## src/rtl/lfsr_scheduler.sv

```systemverilog
// Shares an external 8-bit LFSR among N_REQ requesters: seeding, multi-step draws,
// round-robin grant of each draw, and recovery from the all-zero lock-up state.
module lfsr_scheduler #(
    parameter int         N_REQ        = 4,
    parameter int         STEPS        = 8,
    parameter logic [7:0] DEFAULT_SEED = 8'hA5
) (
    input  logic             clk,
    input  logic             clr,
    input  logic [N_REQ-1:0] req,
    output logic [N_REQ-1:0] gnt,
    output logic [7:0]       rnd_data,
    input  logic             reseed_valid,
    input  logic [7:0]       reseed_value,
    output logic             reseed_ack,
    output logic             busy,
    output logic [7:0]       lfsr_seed,
    output logic             lfsr_select,
    output logic             lfsr_write,
    input  logic [7:0]       lfsr_out
);

    localparam int PW = $clog2(N_REQ);

    typedef enum logic [2:0] {INIT, IDLE, STEP, GRANT, SEED} state_t;

    state_t        state_q, state_d;
    logic [PW-1:0] ptr_q, ptr_d;
    logic [PW-1:0] win_q, win_d;
    logic [3:0]    cnt_q, cnt_d;
    logic [7:0]    rnd_q, rnd_d;
    logic          recov_q, recov_d;

    logic          win_found;
    logic [PW-1:0] win_idx;
    int            j;

    // Round-robin search: first asserted req at or after ptr, wrapping.
    always_comb begin
        win_found = 1'b0;
        win_idx   = '0;
        j         = 0;
        for (int i = 0; i < N_REQ; i++) begin
            j = int'(ptr_q) + i;
            if (j >= N_REQ) j = j - N_REQ;
            if (!win_found && req[PW'(j)]) begin
                win_found = 1'b1;
                win_idx   = PW'(j);
            end
        end
    end

    always_comb begin
        state_d     = state_q;
        ptr_d       = ptr_q;
        win_d       = win_q;
        cnt_d       = cnt_q;
        rnd_d       = rnd_q;
        recov_d     = recov_q;
        gnt         = '0;
        reseed_ack  = 1'b0;
        lfsr_write  = 1'b0;
        lfsr_select = 1'b0;
        lfsr_seed   = DEFAULT_SEED;
        case (state_q)
            INIT: begin
                lfsr_write = 1'b1;
                state_d    = IDLE;
            end
            IDLE: begin
                if (reseed_valid) begin
                    recov_d = 1'b0;
                    state_d = SEED;
                end else if (win_found) begin
                    win_d   = win_idx;
                    cnt_d   = 4'(STEPS);
                    state_d = STEP;
                end
            end
            STEP: begin
                lfsr_write  = 1'b1;
                lfsr_select = 1'b1;
                cnt_d       = cnt_q - 4'd1;
                // The LFSR shifts mid-cycle, so lfsr_out already holds the last shift here.
                if (cnt_q == 4'd1) begin
                    rnd_d   = lfsr_out;
                    state_d = GRANT;
                end
            end
            GRANT: begin
                gnt[win_q] = 1'b1;
                ptr_d      = (win_q == PW'(N_REQ - 1)) ? '0 : win_q + 1'b1;
                if (rnd_q == 8'h00) begin
                    recov_d = 1'b1;
                    state_d = SEED;
                end else begin
                    state_d = IDLE;
                end
            end
            SEED: begin
                lfsr_write = 1'b1;
                // Lock-up recovery reloads the default seed and is not acknowledged.
                if (!recov_q) begin
                    reseed_ack = 1'b1;
                    if (reseed_value != 8'h00) lfsr_seed = reseed_value;
                end
                recov_d = 1'b0;
                state_d = IDLE;
            end
            default: state_d = INIT;
        endcase
    end

    always_ff @(posedge clk) begin
        if (clr) begin
            state_q <= INIT;
            ptr_q   <= '0;
            win_q   <= '0;
            cnt_q   <= '0;
            rnd_q   <= '0;
            recov_q <= 1'b0;
        end else begin
            state_q <= state_d;
            ptr_q   <= ptr_d;
            win_q   <= win_d;
            cnt_q   <= cnt_d;
            rnd_q   <= rnd_d;
            recov_q <= recov_d;
        end
    end

    assign rnd_data = rnd_q;
    assign busy     = (state_q != IDLE);

endmodule

```

## config.mk

```make
export PLATFORM = sky130hd
export DESIGN_NAME = lfsr_scheduler
export DESIGN_NICKNAME = d
export VERILOG_FILES = /design/src/rtl/lfsr_scheduler.sv
export SDC_FILE = /design/constraint.sdc
export NUM_CORES = 1
export LEC_CHECK = 0
export BUFFER_PORTS_ARGS = -buffer_cell sky130_fd_sc_hd__buf_2
export CAP_MARGIN = 20
export CORE_UTILIZATION = 30
export DETAILED_ROUTE_END_ITERATION = 8
export SLEW_MARGIN = 20
export SYNTH_ARGS = -nofsm -noshare
export SYNTH_HDL_FRONTEND = slang
export SYNTH_SLANG_ARGS = --single-unit
export TNS_END_PERCENT = 30
```

## constraint.sdc

```tcl
create_clock -name clk -period 1.7 [get_ports clk]
set_clock_uncertainty 0.05 [all_clocks]
set_input_delay 0.51 -clock clk [delete_from_list [all_inputs] [get_ports clk]]
set_output_delay 0.51 -clock clk [all_outputs]
set_load 0.005 [all_outputs]
```

==> qor.yml <==
critical_path:
  crit_arrival_ps: 1320
  cp.required_ps: 1140
  endpoint_kind: "primary output"
  start_kind: "flop"
  crit_fanout: 4
  criticalPathCategory: "reg2out"
floorplan:
  ioPinCount: 47
  core_area_um2: 3690
  fp.dieW_um: 64.2
  die_h_um: 64.2
  die-area_um2: 4120
  rows: 22
  start_util_pct: 31.5
place:
  placed_area_um2: 1510
  numPortBuffers: 46
  dp_worst_setup_slack_ps: -150
  dp.cells: 233
  dp_hpwl_um: 2020
  place_congestion: 0.719
pwr:
  ir_drop_mv: 0.275
  power.density_nw_per_um2: 623
  power_mw: 1.01
  leakage_nw: 0.756
  switching_share_pct: 26.2
  combPwrFrac_pct: 19.8
  power_frac_seq_pct: 50.7
  switchingPower_mw: 0.265
  p_int_mw: 0.744
  power.clock.fraction_pct: 29.4
sta:
  min_period_ps: 1880
  slew_headroom_pct: 76.4
  hold_viol: 0
  slew_violations: 0
  setup_ws_ps: -181
  setup_viol_count_final: 12
  setup-tns-final_ps: -1290
  min_period_over_period_pct: 111
  tightest_slew_ps: 349
  timing.fmax_ghz: 0.532
  hold_ws_ps: 426
  grt_setup_unrepaired: "yes"
outcome:
  violations: "setup timing"
  status: "complete, but fails checks"
grt:
  grt_overflow: 0
  grt_pass1_vias: 1040
  gr-usage-all-layers_pct: 13.4
  antenna_found_initial: 0
  grt_max_degree: 21
  grt_pass1_wl_um: 4440
clock_tree:
  numCtsBuffers: 3
  cts_tree: "yes"
  cts.htree.levels: 1
  cts_hold_buf: 0
  cts_setup_buffers: 0
  clock_latency_ps: 250
  cts.root.buffer_cell: "clkbuf_8"
  clock_sinks: 20
  clk_pin_slew_ps: 70
  clockBufferDepth: 2
finish:
  layout-drive-gt1-share_pct: 41.5
  syn2layout_area_growth_pct: 39.4
  design_area_um2: 1620
  antenna_cells: 0
  layout_commonest_cell: "buf_2"
  layout.nets: 219
  final_cells: 236
  mostFrequentLayoutCells: "buf_2 (44), nor2_1 (15), dfxtp_1 (15), buf_4 (12), a21oi_1 (11)"
  post-route-util_pct: 43.9
route:
  ant_nets: 0
  drt_iter0_markers: 13
  dr.pass1.iters: 4
  wirelength_um: 2680
  vias: 1127
  routed_via_density: 4.78
  wl_per_cell_um: 11.4
  drcViolationCount: 0
hold_path:
  hold_class: "reg2reg"
logic_synthesis:
  syn_area_per_cell_um2: 8.73
  syn_nets: 162
  synthCells: 133
  synthFlopType: "dfxtp_1"
  synth.distinct_cells: 38
  yosysSeqAreaShare_pct: 34.5
  synth_edf_count: 0
  yosys_warnings: 0
  syn-cell-area_um2: 1160
  ys_async_sr_fraction_pct: 0
  synth_seq_cells: 20
run:
  drv_cap: 0
## flip-flops by register name, summed over array words and instances, names as in the netlist
signal and count:
rnd_data 8, ptr_q 2, win_q 2, recov_q 1
state_q 3, cnt_q 4
## cell usage after synthesis, drive strengths merged, types with 2 or more instances
master | count | area (um2)
nand3 | 2 | 22.5
dfxtp | 20 | 400
mux2i | 9 | 90.1
a211oi | 3 | 22.5
nand2 | 8 | 30.0
nor4 | 6 | 58.8
inv | 5 | 18.8
nand2b | 6 | 37.5
nor3 | 3 | 15.0
and3 | 5 | 31.3
buf | 3 | 30.0
ha | 6 | 75.1
nor2 | 15 | 56.3
a21oi | 11 | 55.1
nor2b | 4 | 25.0
o311ai | 2 | 17.5
clkbuf | 3 | 11.3
and2 | 4 | 25.0
or4 | 3 | 22.5
## layout make-up
class | count | area [um2]
Clock buffer | 3 | 41.3
Fill cell | 371 | 2070
Inverter | 6 | 23.8
Multi-Input combinational cell | 101 | 749
Sequential cell | 20 | 412
Tap cell | 48 | 60.1
Timing Repair Buffer | 58 | 333
## path summary, 6_finish.rpt
check                       to  startpoint  cells after the start  slack [ps]
hold / removal        cnt_q[3]    cnt_q[3]                      1         430
setup reg to reg      cnt_q[3]  state_q[1]                      5         170
hold reg to reg       cnt_q[3]    cnt_q[3]                      1         430
setup / recovery  lfsr_seed[2]  state_q[1]                      4        -180
## per-layer routing
metal  track usage, %  routed length, um
met1             16.9               1330
met2             22.7               1170
met3             1.96                159
met4             5.00                 14
met5                0                  0
## worst max-delay path, stage by stage (launching register included)
cell	delay, ps
dfxtp_2	340
nor4b_4	290
a21boi_4	250
nand2b_1	70
buf_2	120
## cell families after synthesis
family	synth area share, %
muxes	7.76
adders and majority gates	6.47
buffers and inverters	5.60
and+or+nand+nor	32.3
DFF	34.5
AOI/OAI and AO/OA	13.4
## power by group through the flow
stage	sequential, mW	clock (mW)	combinational, mW
after detailed placement	0.522	0	0.188
final	0.512	0.297	0.200
after global placement	0.522	0	0.187
after floorplan	0.516	0	0.112
after CTS	0.512	0.314	0.197
after global routing	0.514	0.331	0.224
## timing repair
item | in CTS | in global routing
pin swaps | 4 | 2
gates resized for setup | 14 | 4
setup endpoints to repair | 15 | 14
No activity file was read; power rests on OpenSTA's default activity.
